$ cat src/rtl/acumulador_pkg.sv
// Shared constants and FSM encoding for the product accumulator.
// Optional saturating arithmetic is selected with the ACUM_SATURATE_EN macro.
package acumulador_pkg;

  localparam int PROD_W        = 8;
  localparam int ACC_W_DEF     = 11;
  localparam int N_SAMPLES_DEF = 8;
  localparam int CNT_W_DEF     = 8;

  typedef enum logic [1:0] {
    IDLE  = 2'd0,
    ACCUM = 2'd1,
    DONE  = 2'd2
  } state_t;

endpackage

$ cat src/rtl/acumulador_productos_sumador_sat.sv
// Combinational accumulator adder returning the wrapped sum and the carry-out.
// With ACUM_SATURATE_EN defined, the sum clamps to all-ones on carry.
module sumador_sat
  import acumulador_pkg::*;
#(
  parameter int ACC_W = ACC_W_DEF
) (
  input  logic [ACC_W-1:0]  acc_i,
  input  logic [PROD_W-1:0] prod_i,
  output logic [ACC_W-1:0]  sum_o,
  output logic              carry_o
);

  logic [ACC_W:0] full_sum;

  assign full_sum = {1'b0, acc_i} + {{(ACC_W + 1 - PROD_W){1'b0}}, prod_i};
  assign carry_o  = full_sum[ACC_W];

`ifdef ACUM_SATURATE_EN
  // Once clamped, any further nonzero product carries again and re-clamps.
  assign sum_o = carry_o ? {ACC_W{1'b1}} : full_sum[ACC_W-1:0];
`else
  assign sum_o = full_sum[ACC_W-1:0];
`endif

endmodule

$ cat src/rtl/acumulador_productos.sv
// Frame accumulator for the multiplier product stream with valid/ready handshakes.
// Build option: ACUM_SATURATE_EN (saturating sum inside sumador_sat).
module acumulador_productos
  import acumulador_pkg::*;
#(
  parameter int ACC_W     = ACC_W_DEF,
  parameter int N_SAMPLES = N_SAMPLES_DEF,
  parameter int CNT_W     = CNT_W_DEF
) (
  input  logic              clk,
  input  logic              rst_n,
  input  logic              ena,
  input  logic              clear,
  input  logic              in_valid,
  output logic              in_ready,
  input  logic [PROD_W-1:0] product,
  output logic              out_valid,
  input  logic              out_ready,
  output logic [ACC_W-1:0]  acc_out,
  output logic [CNT_W-1:0]  sample_cnt,
  output logic              overflow
);

  localparam logic [CNT_W-1:0] N_LAST = CNT_W'(N_SAMPLES);

  state_t           state_q, state_d;
  logic [ACC_W-1:0] acc_q, acc_d;
  logic [CNT_W-1:0] cnt_q, cnt_d;
  logic             ovf_q, ovf_d;
  logic             out_valid_q, out_valid_d;

  logic [ACC_W-1:0] sum;
  logic             carry;
  logic [CNT_W-1:0] cnt_inc;
  logic             in_xfer;
  logic             out_xfer;

  sumador_sat #(
    .ACC_W (ACC_W)
  ) u_sumador (
    .acc_i   (acc_q),
    .prod_i  (product),
    .sum_o   (sum),
    .carry_o (carry)
  );

  // rst_n is folded in so in_ready reads low for the whole reset window.
  assign in_ready = rst_n & ena & (state_q != DONE) & ~clear;
  assign in_xfer  = in_valid & in_ready;
  assign out_xfer = out_valid_q & out_ready & ena & ~clear;
  assign cnt_inc  = cnt_q + CNT_W'(1);

  always_comb begin
    state_d = state_q;
    acc_d   = acc_q;
    cnt_d   = cnt_q;
    ovf_d   = ovf_q;
    if (clear) begin
      state_d = IDLE;
      acc_d   = '0;
      cnt_d   = '0;
      ovf_d   = 1'b0;
    end else if (ena) begin
      case (state_q)
        IDLE: begin
          if (in_xfer) begin
            acc_d   = ACC_W'(product);
            cnt_d   = CNT_W'(1);
            ovf_d   = 1'b0;
            state_d = (N_SAMPLES == 1) ? DONE : ACCUM;
          end
        end
        ACCUM: begin
          if (in_xfer) begin
            acc_d = sum;
            cnt_d = cnt_inc;
            if (carry) ovf_d = 1'b1;
            if (cnt_inc == N_LAST) state_d = DONE;
          end
        end
        DONE: begin
          // overflow stays visible until the next frame's first product.
          if (out_xfer) begin
            state_d = IDLE;
            acc_d   = '0;
            cnt_d   = '0;
          end
        end
        default: state_d = IDLE;
      endcase
    end
    out_valid_d = (state_d == DONE);
  end

  always_ff @(posedge clk or negedge rst_n) begin
    if (!rst_n) begin
      state_q     <= IDLE;
      acc_q       <= '0;
      cnt_q       <= '0;
      ovf_q       <= 1'b0;
      out_valid_q <= 1'b0;
    end else begin
      state_q     <= state_d;
      acc_q       <= acc_d;
      cnt_q       <= cnt_d;
      ovf_q       <= ovf_d;
      out_valid_q <= out_valid_d;
    end
  end

  assign out_valid  = out_valid_q;
  assign acc_out    = acc_q;
  assign sample_cnt = cnt_q;
  assign overflow   = ovf_q;

endmodule

$ cat config.mk
export PLATFORM = sky130hd
export DESIGN_NAME = acumulador_productos
export DESIGN_NICKNAME = d
export VERILOG_FILES = /design/src/rtl/acumulador_pkg.sv /design/src/rtl/acumulador_productos_sumador_sat.sv /design/src/rtl/acumulador_productos.sv
export SDC_FILE = /design/constraint.sdc
export NUM_CORES = 1
export LEC_CHECK = 0
export BUFFER_PORTS_ARGS = -buffer_cell sky130_fd_sc_hd__buf_2
export CAP_MARGIN = 10
export CORE_MARGIN = 3
export CORE_UTILIZATION = 45
export CTS_CLUSTER_DIAMETER = 60
export DETAILED_ROUTE_END_ITERATION = 8
export PLACE_DENSITY_LB_ADDON = 0.25
export SLEW_MARGIN = 10
export SYNTH_ARGS = -nofsm -noshare
export SYNTH_HDL_FRONTEND = slang
export SYNTH_SLANG_ARGS = --single-unit
$ cat constraint.sdc
create_clock -name clk -period 3.7 [get_ports clk]
set_input_delay 0 -clock clk [delete_from_list [all_inputs] [get_ports clk]]
set_output_delay 0 -clock clk [all_outputs]
set_load 0.02 [all_outputs]
==> out/results.env, run 1 <==
OUTCOME='finished, final reports clean'
POST_SYNTH_INST_COUNT=206
YS_TYPES=48
YOSYS_MOST_USED_DFF='sky130_fd_sc_hd__dfrtp_1'
N_ANTENNA_CELL=0
REGISTER_AREA_UM2=576
HOLD_CLASS='in -> reg'
SYNTH.FF_LATCH_COUNT=23
GRT_SETUP_UNREPAIRED='no'
CRITICAL_PATH.REG2REG.ENDPOINT='acc_out[10]'
NUMBER_OF_MAX_CAP_VIOLATIONS=0
CTSLONGESTPATHBUFFERS=2
HIGHEST_NET_FANOUT_ALONG_THE_WORST_PATH=8
CLK-INSERTION-DELAY-LATE_NS=0.26
FINALSETUPVIOLCOUNT=0
WORST-SETUP-PATH-TYPE='reg -> reg'
VIAS_PER_CELL=5.78
WIRE_PER_INST_UM=14.7
SETUP_CLOCK_SKEW_AFTER_LAYOUT_NS=0.00487
WIRELENGTH_UM=4280
NETLIST_AREA_UM2=1760
CRITICAL_PATH.STARTPOINT_TYPE='register'
ENDPOINT_KIND='register'
PLACE_INST=284
NUM_VIAS=1689
FINAL_CELLS=292
TOP_LEVEL_I_O_COUNT=36
TIMING.REG2REG.SETUP_SLACK_NS=1.18
CTS_INSERTED_BUFFERS=3
UTILIZATION_PCT=55.4
FINAL.PERIOD_UTILIZATION_PCT=68.1
ROUTABILITYCONGESTION=0.808
GRT_OVERFLOW=0
CP.REQUIRED_NS=3.89
VDD_IR_DROP_MAX_mV=0.156
MAX-SLEW-MARGIN-REL_PCT=62.8
FIN_NETS=274
CLOCK_EDGE_TRANSITION_AT_THE_REGISTERS_ON_THE_REPORTED_SETUP_AND_HOLD_PATHS_NS=0.08
GRT_FIRST_PASS_WIRELENGTH_UM=6960
CTS_TREE='yes'
NUMBER_OF_GLOBAL_ROUTE_VIAS_BEFORE_REPAIR=1483
INITIAL_UTILIZATION_PCT=47.2
AREAGROWTHSYNTHTOFINISH_PCT=17.3
GRT_ANTENNA_BEFORE_REPAIR=0
SYNTH_ENABLE_FLOP_CELLS=0
MIN_FROM='product[1]'
TIMING.HOLD.WORST_PATH_DEPTH=2
R2R_START='state_q[0]'
FINAL_LAYOUT_SIZE_SUFFIX_GT1_SHARE_PCT=17.6
YS.WARNINGS.COUNT=0
CTS_SINKS=23
WORST-SLEW-PIN-TRANSITION_NS=0.558
POST_SYNTH.CELL_AREA_AVG_UM2=8.52
FINAL_PERIOD_MINUS_WORST_SETUP_SLACK_NS=2.52
CLOCKROOTBUFFER='sky130_fd_sc_hd__clkbuf_8'
ROW_COUNT=22
FILLER_CELL_COUNT=343
LEAKAGE_DISSIPATION_nW=1.01
HOLDPATHEND='acc_out[1]'
POWER-PER-CELL-AREA_nW_PER_UM2=245
PLACE.PORT_BUFFERS=35
FINALHOLDVIOLATIONS=0
CTS_MAX_LEVEL=1
GRT_USAGE_PCT=19.7
WORST_EP_ARRIVAL_NS=2.71
DIE-AREA_UM2=4690
PLACE.DETAILED.HPWL_UM=3260
MAXIMUM_NUMBER_OF_PINS_ON_ONE_NET_BEFORE_GLOBAL_ROUTE_REPAIR=25
SYNTHARSTFLOPSHARE_PCT=100
YOSYSSEQAREASHARE_PCT=32.8
TOTAL_NEGATIVE_SLACK_NS=0
MOST-COMMON-LAYOUT-CELLS='sky130_fd_sc_hd__buf_2, sky130_fd_sc_hd__dfrtp_1, sky130_fd_sc_hd__nand2_1'
MOSTFREQUENTLAYOUTCELL='sky130_fd_sc_hd__buf_2'
DRCVIOLATIONCOUNT=0
REG2REGPATHDEPTH=7
DIE_WIDTH_UM=68.5
ANT_NETS=0
DETAILEDROUTE.FIRSTITERATIONVIOLATIONS=101
NETS_IN_THE_SYNTHESIZED_NETLIST=235
MULTI_INPUT_COMB_AREA_UM2=1100
MAX_FREQ_MHz=397
DIE-HEIGHT_UM=68.5
FIRST_PASS_ITERS=4
CORE_UM2=3720
FINALMAXSLEWVIOLATIONS=0
==> Yosys cell counts, types with 3 or more instances <==
library cell               instances  area, um2
sky130_fd_sc_hd__o21ai_0          16       80.1
sky130_fd_sc_hd__a22o_1            3       26.3
sky130_fd_sc_hd__and2_1            5       31.3
sky130_fd_sc_hd__o31ai_1           4       30.0
sky130_fd_sc_hd__o22ai_1           4       25.0
sky130_fd_sc_hd__clkbuf_1          3       11.3
sky130_fd_sc_hd__nor2_1           11       41.3
sky130_fd_sc_hd__xnor2_1           4       35.0
sky130_fd_sc_hd__and3_1            5       31.3
sky130_fd_sc_hd__o211ai_1          4       30.0
sky130_fd_sc_hd__inv_1            14       52.6
sky130_fd_sc_hd__a21o_1            4       30.0
sky130_fd_sc_hd__nand3_1          11       55.1
sky130_fd_sc_hd__nand2b_1          3       18.8
sky130_fd_sc_hd__a21oi_1          13       65.1
sky130_fd_sc_hd__ha_1             14        175
sky130_fd_sc_hd__xor2_1            4       35.0
sky130_fd_sc_hd__nand4_1           3       18.8
sky130_fd_sc_hd__nor3_1            4       20.0
sky130_fd_sc_hd__a211oi_1          4       30.0
sky130_fd_sc_hd__nand2_1          17       63.8
sky130_fd_sc_hd__dfrtp_1          23        576
==> registers in the layout (all words and copies together) (netlist names) <==
name        flops
overflow        1
acc_out        11
sample_cnt      8
state_q         2
out_valid       1
==> cell type report <==
cell class | count | area share, %
multi-input combinational | 163 | 53.5
timing repair buffer | 40 | 10.8
clock buffer | 3 | 2.00
inverter | 14 | 2.55
clock inverter | 1 | 0.243
sequential | 23 | 27.9
tap | 48 | 2.92
==> stage by stage <==
stage	total power, mW	hold slack [ns]	area [um2]	setup slack, ns
3_3_place_gp	0.349	0.0247	1970	1.33
3_5_place_dp	0.348	0.0307	1970	1.22
6_report	0.504	0.0318	2060	1.18
4_1_cts	0.512	0.0176	2060	1.17
5_1_grt	0.536	0.0440	2060	0.856
2_1_floorplan	0.317	-0.296	1760	1.43
==> metal layers <==
| layer | up-vias | part of all wire (%) | track usage (%) |
|---|---|---|---|
| li1 | 844 | - | - |
| met1 | 800 | 51 | 28.9 |
| met2 | 41 | 44 | 29.7 |
| met3 | 4 | 3.9 | 3.61 |
| met4 | 0 | 1.1 | 4.47 |
| met5 | - | 0 | 0 |
==> worst max-delay path by stage <==
stage,cells past startpoint,endpoint,from
after detailed placement,7,acc_out[10],state_q[0]
after CTS,7,acc_out[10],state_q[0]
after floorplan,7,acc_out[10],acc_out[0]
after global placement,7,acc_out[10],state_q[0]
final,7,acc_out[10],state_q[0]
after global routing,7,acc_out[10],rst_n
==> logic make-up after synthesis <==
kind of cell	Yosys count	share of synthesized area, %
and+or+nand+nor	72	21.8
adders and majority gates	15	11.1
xor gates and xnor gates	8	3.99
AOI/OAI and AO/OA	67	25.3
DFF	23	32.8
muxes	1	0.570
buffers and inverters	20	4.42
==> worst max-delay path, stage by stage, from the launching register on <==
cell                       delay [ns]
sky130_fd_sc_hd__dfrtp_1         0.44
sky130_fd_sc_hd__inv_1           0.09
sky130_fd_sc_hd__ha_1            0.42
sky130_fd_sc_hd__nor2_1          0.09
sky130_fd_sc_hd__a211oi_1        0.40
sky130_fd_sc_hd__a21oi_1         0.28
sky130_fd_sc_hd__or4_1           0.55
sky130_fd_sc_hd__a21boi_1        0.17
==> power breakdown <==
group	switching (mW)	total, mW	leakage (nW)	internal (mW)
clock	0.0818	0.157	0.0255	0.0752
sequential	0.00392	0.258	0.320	0.254
combinational	0.0548	0.0887	0.666	0.0339
==> timing repair <==
item / 4_1_cts / 5_1_grt
hold endpoints to repair: 26 / 0
setup buffers: 0 / 0
hold buffers: 4 / 0
gates resized for setup: 0 / 0
No activity file was read; power rests on OpenSTA's default activity.
==> run 2, diff against run 1 <==
ABC_AREA = 1   (was not set)
clock period = 2.6 ns   (was 3.7 ns; I/O delays follow)
==> run 2 against run 1 <==
Core utilization decreased by 0.13 points; global-route usage shrank 0.30 points; register-to-register slack got worse by 0.68 ns; via count is 0.89% lower; die area up 0.53%; worst hold slack worse by 0.0057 ns; cell count up 15%; sequential power grew 55%; non-clock buffer count down 1; sequential share of layout area increased by 0.068 points; combinational power rose to 2.8 times the previous value; critical path type unchanged; critical endpoint is now acc_out[8].
==> out/results.env, run 2 <==
ROW_COUNT=22  # unchanged
FINALSETUPVIOLCOUNT=0  # unchanged
FINAL_CELLS=337  # was 292
FINAL_PERIOD_MINUS_WORST_SETUP_SLACK_NS=2.10  # was 2.52 ns
WORST_EP_ARRIVAL_NS=2.26  # was 2.71 ns
DIE_WIDTH_UM=68.6  # was 68.5 um
CRITICAL_PATH.STARTPOINT_TYPE='register'  # unchanged
CP.REQUIRED_NS=2.76  # was 3.89 ns
WIRELENGTH_UM=4250  # was 4280 um
YOSYS_MOST_USED_DFF='sky130_fd_sc_hd__dfrtp_1'  # unchanged
CORE_UM2=3720  # unchanged
GRT_FIRST_PASS_WIRELENGTH_UM=6940  # was 6960 um
DETAILEDPLACE.WORSTSLACK_NS=0.558  # was 1.22 ns
PLACE.PORT_BUFFERS=35  # unchanged
NUMBER_OF_GLOBAL_ROUTE_VIAS_BEFORE_REPAIR=1520  # was 1483
CRITPATHTOPFAMILY='simple AND/OR/NAND/NOR gates'  # was compound AO/OA/AOI/OAI gates
CLOCK_EDGE_TRANSITION_AT_THE_REGISTERS_ON_THE_REPORTED_SETUP_AND_HOLD_PATHS_NS=0.09  # was 0.08 ns
WIRE_PER_INST_UM=12.6  # was 14.7 um
ROUTED-WL-MET3_UM=260  # was 169 um
NUM_VIAS=1674  # was 1689
CTS_INSERTED_BUFFERS=3  # unchanged
LEAKAGE_DISSIPATION_nW=1.10  # was 1.01 nW
REG2REGPATHDEPTH=11  # was 7
DRT-MET1-WL_UM=2150  # was 2170 um
CTS_MAX_LEVEL=1  # unchanged
SETUP_CLOCK_SKEW_AFTER_LAYOUT_NS=0.00485  # was 0.00487 ns
WORST-SETUP-PATH-TYPE='reg -> reg'  # unchanged
YS_TYPES=29  # was 48
FINALHOLDVIOLATIONS=0  # unchanged
ENDPOINT_KIND='register'  # unchanged
CLOCKROOTBUFFER='sky130_fd_sc_hd__clkbuf_8'  # unchanged
CELL_TYPE_CONTRIBUTING_THE_MOST_TOTAL_CELL_AREA_AFTER_SYNTHESIS='sky130_fd_sc_hd__dfrtp_1'  # unchanged
MOSTFREQUENTLAYOUTCELL='sky130_fd_sc_hd__nand2_1'  # was sky130_fd_sc_hd__buf_2
CTS_POST_SETUP_BUFFERS_INSERTED=0  # unchanged
WORST-SLEW-PIN-TRANSITION_NS=0.341  # was 0.558 ns
CRITICAL_PATH.REG2REG.ENDPOINT='acc_out[8]'  # was acc_out[10]
CRIT_PATH_FREQUENT_CELL='sky130_fd_sc_hd__nor2_1'
MAX-SLEW-MARGIN-REL_PCT=77.1  # was 62.8%
HIGHEST_NET_FANOUT_ALONG_THE_WORST_PATH=18  # was 8
DRCVIOLATIONCOUNT=0  # unchanged
SYNTHMOSTINSTANTIATEDCELL='sky130_fd_sc_hd__nand2_1'  # was sky130_fd_sc_hd__dfrtp_1
CTSLONGESTPATHBUFFERS=2  # unchanged
POST_SYNTH.CELL_AREA_AVG_UM2=7.09  # was 8.52 um2
R2R_START='state_q[0]'  # unchanged
POST_SYNTH_INST_COUNT=249  # was 206
HOLDPATHEND='acc_out[1]'  # unchanged
DETAILEDROUTE.FIRSTITERATIONVIOLATIONS=150  # was 101
TIMING.HOLD.WORST_PATH_DEPTH=3  # was 2
TIMING.CRITICAL_PATH.SLOWEST_STAGE_CELL='sky130_fd_sc_hd__dfrtp_1'  # was sky130_fd_sc_hd__or4_1
SYNTH_ENABLE_FLOP_CELLS=0  # unchanged
PLACE_INST=331  # was 284
TOP_SIGNAL_LAYER_USED='met3'  # was met4
MAX_FREQ_MHz=476  # was 397 MHz
VIAS_PER_CELL=4.97  # was 5.78
SYNTH.FF_LATCH_COUNT=23  # unchanged
GRT_USAGE_PCT=19.4  # was 19.7%
YS.WARNINGS.COUNT=0  # unchanged
FINAL.PERIOD_UTILIZATION_PCT=80.8  # was 68.1%
ROUTABILITYCONGESTION=0.844  # was 0.808
YOSYSSEQAREASHARE_PCT=32.6  # was 32.8%
CRITICAL_PATH_BUF_INV_COUNT=2  # was 1
CTS_SINKS=23  # unchanged
NUMBER_OF_MAX_CAP_VIOLATIONS=0  # unchanged
HOLD_CLASS='in -> reg'  # unchanged
CRIT_PATH_CELL_TRACE='inv_1, ha_1, nor2_4, nand3_2, nand2_2, nand2_4, nor2_8, inv_2, nor2_1, xnor2_1, nor2_1'  # was inv_1, ha_1, nor2_1, a211oi_1, a21oi_1, or4_1, a21boi_1
POWER-PER-CELL-AREA_nW_PER_UM2=424  # was 245 nW/um2
NETLIST_AREA_UM2=1770  # was 1760 um2
N_ANTENNA_CELL=0  # unchanged
YOSYS-TOP-CELLS-AREA='sky130_fd_sc_hd__dfrtp_1, sky130_fd_sc_hd__nand2_1, sky130_fd_sc_hd__ha_1'  # was sky130_fd_sc_hd__dfrtp_1, sky130_fd_sc_hd__ha_1, sky130_fd_sc_hd__o21ai_0
PLACE.DETAILED.HPWL_UM=3250  # was 3260 um
FIN_NETS=319  # was 274
VDD_IR_DROP_MAX_mV=0.236  # was 0.156 mV
INITIAL_UTILIZATION_PCT=47.5  # was 47.2%
TOTAL_NEGATIVE_SLACK_NS=0  # unchanged
ANT_NETS=0  # unchanged
GRT_SETUP_UNREPAIRED='no'  # unchanged
TOP_LEVEL_I_O_COUNT=36  # unchanged
WL_MET2_UM=1840  # was 1900 um
MOST-COMMON-LAYOUT-CELLS='sky130_fd_sc_hd__nand2_1, sky130_fd_sc_hd__buf_2, sky130_fd_sc_hd__inv_1, sky130_fd_sc_hd__nand3_1, sky130_fd_sc_hd__dfrtp_1'  # was sky130_fd_sc_hd__buf_2, sky130_fd_sc_hd__dfrtp_1, sky130_fd_sc_hd__nand2_1
NETS_IN_THE_SYNTHESIZED_NETLIST=278  # was 235
CTS_TREE='yes'  # unchanged
POST-SYNTH-TOP-AREA-FRACTION_PCT=32.6  # was 32.8%
GRT_ANTENNA_BEFORE_REPAIR=0  # unchanged
OUTCOME='finished, final reports clean'  # unchanged
GRT_OVERFLOW=0  # unchanged
CLK-INSERTION-DELAY-LATE_NS=0.27  # was 0.26 ns
FIRST_PASS_ITERS=4  # unchanged
FINALMAXSLEWVIOLATIONS=0  # unchanged
TIMING.REG2REG.SETUP_SLACK_NS=0.50  # was 1.18 ns
DIE-HEIGHT_UM=68.6  # was 68.5 um
SYNTHARSTFLOPSHARE_PCT=100  # unchanged
MIN_FROM='product[1]'  # unchanged
LAYOUT_SETUP_WS_NS=0.498  # was 1.18 ns
TIMING.CRITICAL_PATH.SLOWEST_CELL_DELAY_NS=0.43  # was 0.55 ns
NETLIST_TOP_CELLS_COUNT='sky130_fd_sc_hd__nand2_1, sky130_fd_sc_hd__dfrtp_1, sky130_fd_sc_hd__inv_1, sky130_fd_sc_hd__nand3_1, sky130_fd_sc_hd__nor2_1'  # was sky130_fd_sc_hd__dfrtp_1, sky130_fd_sc_hd__nand2_1, sky130_fd_sc_hd__o21ai_0, sky130_fd_sc_hd__ha_1, sky130_fd_sc_hd__inv_1
FINAL_LAYOUT_SIZE_SUFFIX_GT1_SHARE_PCT=19.0  # was 17.6%
FLIP_FLOP_COUNT_OF_THE_LARGEST_REGISTER_AFTER_LAYOUT=11  # unchanged
DIE-AREA_UM2=4710  # was 4690 um2
AREAGROWTHSYNTHTOFINISH_PCT=16.4  # was 17.3%
MAXIMUM_NUMBER_OF_PINS_ON_ONE_NET_BEFORE_GLOBAL_ROUTE_REPAIR=24  # was 25
==> run 2: cell count changes after synthesis, moves of 5 or more <==
cell                      change
sky130_fd_sc_hd__nand3_1     +12
sky130_fd_sc_hd__and3_1       -5
sky130_fd_sc_hd__nand2_1     +63
sky130_fd_sc_hd__inv_1        +9
sky130_fd_sc_hd__and2_1       -5
sky130_fd_sc_hd__nor2_1      +11
==> run 2: report_power, final <==
part	switching, mW	total, mW	internal, mW
Combinational	0.157	0.246	0.0882
Clock	0.118	0.225	0.107
Sequential	0.0228	0.401	0.378
Total	0.299	0.872	0.573
==> run 2: metrics by stage <==
step                      utilization (%)  power [mW]  hold WS, ns  cell area (um2)
after CTS                            55.3       0.884       0.0207             2050
after global routing                 55.3       0.928       0.0330             2050
after global placement               53.5       0.648       0.0782             1990
final                                55.3       0.872       0.0262             2050
after detailed placement             53.5       0.652       0.0755             1990
after floorplan                         -       0.577       -0.296             1770
==> run 2: logic make-up after synthesis <==
group,after synthesis,share of synthesized area (%)
and+or+nand+nor,141,35.3
adders and majority gates,15,11.1
AOI/OAI and AO/OA,35,11.6
DFF,23,32.6
buffers and inverters,31,7.51
xor gates and xnor gates,4,1.98
==> run 2: per-layer routing <==
| metal | vias to the layer above | GRT usage, % |
|---|---|---|
| met5 | - | 0 |
| met4 | 0 | 2.23 |
| met3 | 0 | 4.05 |
| met2 | 44 | 31.0 |
| met1 | 740 | 27.7 |
| li1 | 890 | - |
==> run 2: how the worst max path moves through the flow <==
stage	slack (ns)	cells past startpoint	end	startpoint
final	0.50	11	acc_out[8]	state_q[0]
after global routing	0.34	11	acc_out[8]	state_q[0]
after CTS	0.51	11	acc_out[8]	state_q[0]
after detailed placement	0.56	11	acc_out[8]	state_q[0]
after global placement	0.66	10	acc_out[8]	state_q[0]
after floorplan	0.75	12	acc_out[6]	acc_out[0]
==> run 2: final cells by class <==
type / count / area (um2)
clock buffer: 3 / 41.3
clock inverter: 1 / 5.00
fill: 371 / 1660
inverter: 28 / 105
multi-input combinational: 195 / 1060
sequential: 23 / 576
tap: 48 / 60.1
timing repair buffer: 39 / 210
==> run 2: worst min-delay path, delay by kind of cell <==
family / cells / cell delay, ns
buffers and inverters: 1 / 0.12
and+or+nand+nor: 2 / 0.14
==> run 2: repair_timing <==
| item | CTS | global route |
|---|---|---|
| resized for setup | 0 | 0 |
| hold buffers | 2 | 0 |
| endpoints found under the hold margin | 24 | 0 |
